## src/rtl/smg_capture.sv

```systemverilog
// Seven-segment display scraper: samples a multiplexed 6-digit active-low display,
// captures each digit once it is stable, and converts a complete frame to binary and BCD.
module smg_capture #(
    parameter int STABLE_CYCLES = 16
) (
    input  logic        clk,
    input  logic        rst_n,
    input  logic [5:0]  an,
    input  logic [7:0]  sseg,
    output logic [19:0] number,
    output logic [23:0] bcd,
    output logic        number_valid,
    output logic        code_err,
    output logic        busy
);

    localparam int CW = $clog2(STABLE_CYCLES);
    localparam logic [CW-1:0] CNT_LAST = CW'(STABLE_CYCLES - 1);
    localparam logic [CW-1:0] CNT_PRE  = CW'(STABLE_CYCLES - 2);

    typedef enum logic [1:0] {S_IDLE, S_CONV, S_DONE} state_t;

    logic [5:0]       r_an_m, r_an_s;
    logic [7:0]       r_sseg_m, r_sseg_s;
    logic [13:0]      r_prev;
    logic [CW-1:0]    r_cnt;
    logic [5:0][3:0]  r_dig, r_snap_dig;
    logic [5:0]       r_err, r_snap_err;
    logic [5:0]       r_mask;
    logic [19:0]      r_acc;
    logic [2:0]       r_idx;
    state_t           r_state, w_next;

    logic [13:0]      w_smp;
    logic             w_same, w_an_ok, w_capture, w_start, w_bad;
    logic [2:0]       w_pos;
    logic [3:0]       w_dig;

    always_ff @(posedge clk) begin
        if (!rst_n) begin
            r_an_m   <= '0;
            r_an_s   <= '0;
            r_sseg_m <= '0;
            r_sseg_s <= '0;
            r_prev   <= '0;
        end else begin
            r_an_m   <= an;
            r_an_s   <= r_an_m;
            r_sseg_m <= sseg;
            r_sseg_s <= r_sseg_m;
            r_prev   <= w_smp;
        end
    end

    assign w_smp  = {r_an_s, r_sseg_s};
    assign w_same = (w_smp == r_prev);

    // Only a single low enable addresses a digit; blanking and overlap are ignored.
    always_comb begin
        w_an_ok = 1'b1;
        w_pos   = 3'd0;
        case (r_an_s)
            6'b111110: w_pos = 3'd0;
            6'b111101: w_pos = 3'd1;
            6'b111011: w_pos = 3'd2;
            6'b110111: w_pos = 3'd3;
            6'b101111: w_pos = 3'd4;
            6'b011111: w_pos = 3'd5;
            default:   w_an_ok = 1'b0;
        endcase
    end

    always_comb begin
        w_bad = 1'b0;
        w_dig = 4'd0;
        case (r_sseg_s[6:0])
            7'h40:   w_dig = 4'd0;
            7'h79:   w_dig = 4'd1;
            7'h24:   w_dig = 4'd2;
            7'h30:   w_dig = 4'd3;
            7'h19:   w_dig = 4'd4;
            7'h12:   w_dig = 4'd5;
            7'h02:   w_dig = 4'd6;
            7'h78:   w_dig = 4'd7;
            7'h00:   w_dig = 4'd8;
            7'h10:   w_dig = 4'd9;
            default: w_bad = 1'b1;
        endcase
    end

    // Counter saturates at CNT_LAST so a held digit is captured only once.
    assign w_capture = w_an_ok && w_same && (r_cnt == CNT_PRE);

    always_ff @(posedge clk) begin
        if (!rst_n)
            r_cnt <= '0;
        else if (!w_an_ok || !w_same)
            r_cnt <= '0;
        else if (r_cnt != CNT_LAST)
            r_cnt <= r_cnt + 1'b1;
    end

    assign w_start = (r_state == S_IDLE) && (r_mask == 6'b111111);

    // Capture is written after the start clear so a same-edge capture keeps its bit.
    always_ff @(posedge clk) begin
        if (!rst_n) begin
            r_dig  <= '0;
            r_err  <= '0;
            r_mask <= '0;
        end else begin
            if (w_start)
                r_mask <= '0;
            if (w_capture) begin
                r_dig[w_pos]  <= w_dig;
                r_err[w_pos]  <= w_bad;
                r_mask[w_pos] <= 1'b1;
            end
        end
    end

    always_ff @(posedge clk) begin
        if (!rst_n)
            r_state <= S_IDLE;
        else
            r_state <= w_next;
    end

    always_comb begin
        w_next = r_state;
        case (r_state)
            S_IDLE:  if (w_start) w_next = S_CONV;
            S_CONV:  if (r_idx == 3'd0) w_next = S_DONE;
            S_DONE:  w_next = S_IDLE;
            default: w_next = S_IDLE;
        endcase
    end

    assign busy = (r_state != S_IDLE);

    always_ff @(posedge clk) begin
        if (!rst_n) begin
            r_snap_dig   <= '0;
            r_snap_err   <= '0;
            r_acc        <= '0;
            r_idx        <= '0;
            number       <= '0;
            bcd          <= '0;
            code_err     <= 1'b0;
            number_valid <= 1'b0;
        end else begin
            number_valid <= 1'b0;
            case (r_state)
                S_IDLE: begin
                    if (w_start) begin
                        r_snap_dig <= r_dig;
                        r_snap_err <= r_err;
                        r_acc      <= '0;
                        r_idx      <= 3'd5;
                    end
                end
                S_CONV: begin
                    // Most significant digit first: acc*10 as shift-and-add.
                    r_acc <= (r_acc << 3) + (r_acc << 1) + 20'(r_snap_dig[r_idx]);
                    r_idx <= r_idx - 1'b1;
                end
                S_DONE: begin
                    number       <= r_acc;
                    bcd          <= r_snap_dig;
                    code_err     <= |r_snap_err;
                    number_valid <= 1'b1;
                end
                default: ;
            endcase
        end
    end

endmodule

```

## config.mk

```make
export PLATFORM = sky130hd
export DESIGN_NAME = smg_capture
export DESIGN_NICKNAME = d
export VERILOG_FILES = /design/src/rtl/smg_capture.sv
export SDC_FILE = /design/constraint.sdc
export NUM_CORES = 1
export LEC_CHECK = 0
export BUFFER_PORTS_ARGS = -buffer_cell sky130_fd_sc_hd__buf_2
export CELL_PAD_IN_SITES_DETAIL_PLACEMENT = 0
export CELL_PAD_IN_SITES_GLOBAL_PLACEMENT = 2
export CORE_ASPECT_RATIO = 0.7
export CORE_UTILIZATION = 33
export DETAILED_ROUTE_END_ITERATION = 10
export GPL_TIMING_DRIVEN = 0
export PLACE_DENSITY_LB_ADDON = 0.1
export SKIP_CTS_REPAIR_TIMING = 1
export SLEW_MARGIN = 40
export SYNTH_ARGS = -nofsm -noshare
export SYNTH_HDL_FRONTEND = slang
export SYNTH_SLANG_ARGS = --single-unit
```

## constraint.sdc

```tcl
create_clock -name clk -period 3.7 [get_ports clk]
set_clock_uncertainty 0.2 [all_clocks]
set_input_delay 0.925 -clock clk [delete_from_list [all_inputs] [get_ports clk]]
set_output_delay 0.925 -clock clk [all_outputs]
set_load 0.02 [all_outputs]
```

* Word level (Yosys, flattened, before mapping)
Cells that the tools add are included. W data, S select, Z words.
Word-level totals: bits in registers 183, output and inout bits 47, word-level logic and storage cells 102
Cells by class: $add $sub $neg 4, magnitude comparators 3, equality and inequality tests 23, mux-type cells 23, bitwise operators 2, reductions and logical operators 19
Operator list (number):
- $pmux W20 S2 | 1
- $eq A6 B6 Y1 const B | 6
- $pmux W4 S9 | 1
- $bwmux W24 | 1
- $eq A7 B5 Y1 const B | 3
- $eq A7 B7 Y1 const B | 3
- $add A20 B20 Y20 | 1
- $add A20 B4 Y20 | 1
- $mux W20 | 1
- $mux W6 | 3
- $pmux W3 S5 | 1
- $eq A14 B14 Y1 | 1
- $eq A7 B6 Y1 const B | 2
- $bmux W4 S3 | 1
- $demux W4 S3 | 1
- $reduce_or A6 Y1 | 2
- $reduce_or A10 Y1 | 1
- $lt A3 B4 Y1 const B | 2
- $mux W4 | 2
- $eq A7 B2 Y1 const B | 1
- $logic_not A7 Y1 | 1
- $bwmux W6 | 1
- $eq A6 B5 Y1 const B | 1
- $or A6 B6 Y6 | 1
- 23 further kinds | 35

* Depth between registers and ports, before layout
word-level depth 8, depth in mapped cells 13, depth with buffers taken out 13

* Worst setup path after synthesis
No wires, ideal clock.
path type register to register, start register r_idx[0], end register r_acc[18], setup time 87 ps, arrival 3675 ps, data required time 3413 ps, setup slack -262 ps, stages on the path, launching flop included 12, path buffers 1, period minus slack after synthesis 3962 ps, cells stage by stage dfxtp_1 buf_1 mux4_2 a21oi_1 fa_1 fa_1 nand2b_1 a21oi_1 o211ai_1 a2111oi_0 nor3_1 o31ai_1
On the way: word-level cells in the longest chain between the ends 4
RTL lines:
- from (decl) | line 31 | logic [2:0] r_idx;
- from (signal assigned) | line 165 | r_idx <= r_idx - 1'b1;
- $bmux W4 S3 | line 164 | r_acc <= (r_acc << 3) + (r_acc << 1) + 20'(r_snap_dig[r_idx]);
- $mux W4 (implied by the code) | line 164
- $add A20 B4 Y20 | line 164
- $pmux W20 S2 | line 153 | case (r_state)
- to (signal assigned) | line 164
- to (decl) | line 30 | logic [19:0] r_acc;
No other way between the ends. The select of a mux whose other input is x is not followed. A chain may end at the register's enable or synchronous reset.

* Worst setup path in the final report
Ends and elaborated chain as after synthesis.

==> run metrics <==
status=finished, final reports clean; Least-Margin Pin Slew=0.825 ns; Clk pwr share=48.7%; Multi-input gate area=0.00403 mm2; final worst path period share=98.9%; dominant synthesized flop cell=dfxtp_1; crit path max-delay cell type=mux4_2; Int Power=3.27 mW; hold path startpoint=r_sseg_m[0]$_SDFF_PN0_; required time worst endpoint=3.80 ns; row count=46; total gr overflow=0; leading post-synthesis cells by cell area=dfxtp_1, nand2_1, a21oi_1, ha_1, mux2i_1; hold_ws=0.230 ns; Post-Syn Nets=945; WP data arrival=3.76 ns; Worst setup EP type=flip-flop; #FFs+latches synth=183; Detailed Routing Iterations Pass 1=4; VDD IR max=321 uV; clk buf depth=2; worst setup path class=flip-flop to flip-flop; clk_lat worst skew=0.43 ns; Hold Path Sink=r_sseg_s[0]$_SDFF_PN0_; total wire length=21800 um; Worst R2R End=r_acc[18]$_SDFFE_PN0P_; die width=187 um; Reg2Reg Depth=13; Final Hold Fails=0; YS warnings=0; first-pass GRT wire length=34500 um; Post-synth EDFFs=0; DRC=0; initial DRC count=347; Clock Tree Root=clkbuf_16; largest net degree at the start of global routing=17; GP Congestion=0.817; port bufs=62; slew margin rel.=44.7%; endpoints failing setup=0; nets=1035; H-tree levels=4; static leakage=3.78 nW; Initial Util=34.2%; Hold WC Path Type=flip-flop to flip-flop; TritonCTS buffer count=17; R2R Setup Slk=0.04 ns; synthesized area=0.00787 mm2; Comb power frac=3.0%; Final Max Slew Viols=0; highest-count cells in the layout ignoring fill and taps=nand2_1, dfxtp_1, a21oi_1, buf_2, and2_1; CP peak stage delay=0.56 ns; ANT nets after route=0; Clock Pin Slew Worst Setup and Hold Paths=0.06 ns; sequential share of the synthesized area=46.6%; Power per Cell Area=439 mW/mm2; Max Cap Viol=0; Post-synth ARST share=0%; FF+latch area=0.00366 mm2; Period minus WS final=3.66 ns; critical-path cell list=buf_6 > mux4_2 > o2bb2ai_4 > ha_4 > ha_4 > inv_2 > fa_2 > nand2b_4 > a21oi_4 > o211ai_1 > a2111oi_4 > o21a_1 > o31ai_1; Syn Inst Count=889; Via density=4.73; CP startpoint kind=flip-flop; initial antenna violation count=1; most common cell after layout, fill and taps aside=nand2_1; worst r2r src=r_idx[0]$_SDFFE_PN0P_; count of cell types in the netlist=61; CTS tree=yes; RSZ-0062 raised after global routing=yes; via count=6160; die height=131 um; cell mode on critical path=ha_4; n_diodes=0; post-synthesis area per instance=8.85 um2; Synth area leader=dfxtp_1; crit-path max FO=6; P&R area growth vs syn=19.5%; total track usage=18.3%; P_sw=0.859 mW; core area=0.0230 mm2; Max Fclk=273 MHz; hpwl dp=16100 um; Hold Crit Depth=1; WL/cell=16.7 um; Top-Level Pins=63; DIE AREA=0.0245 mm2; Switching Share=20.8%; fill count=2367; CTS Sinks=183; fraction of layout instances using a drive strength above 1=14.3%; vias in the first global route=5844; Synth top area share=46.6%; post-route setup TNS=0 ns; Seq pwr share=48.2%
worst max path at each step:
stage	start	endpoint	slack, ns	cells past startpoint
CTS	r_idx[0]$_SDFFE_PN0P_	r_acc[18]$_SDFFE_PN0P_	-0.72	11
floorplan	r_idx[0]$_SDFFE_PN0P_	r_acc[18]$_SDFFE_PN0P_	0.01	11
detailed placement	r_idx[0]$_SDFFE_PN0P_	r_acc[18]$_SDFFE_PN0P_	-0.69	11
global placement	r_idx[0]$_SDFFE_PN0P_	r_acc[18]$_SDFFE_PN0P_	-0.76	11
global route	r_idx[0]$_SDFFE_PN0P_	r_acc[18]$_SDFFE_PN0P_	-0.12	13
finish	r_idx[0]$_SDFFE_PN0P_	r_acc[18]$_SDFFE_PN0P_	0.04	13
synthesized netlist by cell type (3+ instances only):
cell type	number
a21oi_1	98
nand2_1	206
o2bb2ai_1	3
mux2i_1	32
or3_1	3
xnor2_1	9
a211oi_1	9
buf_2	6
buf_6	4
nand3_1	14
and2_1	44
a32o_1	3
a21o_1	7
nor3_1	8
ha_1	38
clkbuf_1	39
a21boi_0	3
nand3b_1	3
o211ai_1	3
nor3b_1	3
o21a_1	5
a22o_1	3
nand4_1	6
mux4_2	4
nor2_1	33
nand2b_1	8
o21ai_0	30
dfxtp_1	183
nor2b_1	4
and3_1	4
buf_1	6
a31oi_1	3
xor2_1	18
inv_1	12
state kept, by name (all words and copies together) (netlist names):
| register | cells |
|---|---|
| r_an_s | 6 |
| r_state | 2 |
| r_dig | 24 |
| r_idx | 3 |
| r_sseg_m | 8 |
| r_sseg_s | 8 |
| r_an_m | 6 |
| bcd | 24 |
| r_snap_dig | 24 |
| r_err | 6 |
| code_err | 1 |
| r_mask | 6 |
| r_snap_err | 6 |
| r_prev | 14 |
| number_valid | 1 |
| r_cnt | 4 |
| number | 20 |
| r_acc | 20 |
critical path: cells and delay by family, from the launching register on:
family	cells	cell delay (ns)
AO/OA/AOI/OAI	6	1.30
buffers and inverters	2	0.17
AND/OR/NAND/NOR	1	0.17
adder cells (fa/ha/maj)	3	0.79
flip-flops	1	0.33
multiplexers	1	0.56
stage by stage:
stage	util [%]	worst slack, ns	instance area [um2]	total power [mW]	cells
floorplan	-	0.0127	7870	2.12	889
global placement	37.2	-0.759	8570	2.17	1263
detailed placement	37.3	-0.686	8580	2.17	1263
CTS	40.1	-0.716	9230	4.20	1293
global route	40.9	-0.125	9410	4.29	1302
finish	40.9	0.0403	9410	4.13	1302
cell families after synthesis:
family | synth area share [%]
flip-flops | 46.6
XOR/XNOR | 3.21
AO/OA/AOI/OAI | 13.6
buffers and inverters | 3.72
AND/OR/NAND/NOR | 21.2
adder cells (fa/ha/maj) | 6.55
multiplexers | 5.21
power groups by stage:
stage	Combinational [mW]	Clock (mW)	Sequential (mW)
floorplan	0.0813	0	2.04
global placement	0.127	0	2.04
detailed placement	0.127	0	2.04
CTS	0.128	2.08	1.99
global route	0.140	2.16	1.99
finish	0.125	2.02	1.99
layer usage:
layer / routed length [um] / share of wire, % / track usage, %
met2: 7360 / 34 / 21.3
met1: 13300 / 61 / 31.6
met4: 130 / 0.60 / 3.96
met3: 937 / 4.3 / 4.01
met5: 0 / 0 / 0
layout make-up:
| cell class | instances | area share [%] |
|---|---|---|
| Tap cell | 312 | 4.15 |
| Timing Repair Buffer | 71 | 4.02 |
| Multi-Input combinational cell | 638 | 42.8 |
| Clock buffer | 22 | 5.04 |
| Buffer | 55 | 2.69 |
| Sequential cell | 183 | 39.0 |
| Clock inverter | 8 | 1.81 |
| Inverter | 13 | 0.519 |
No activity file was read; power rests on OpenSTA's default activity.
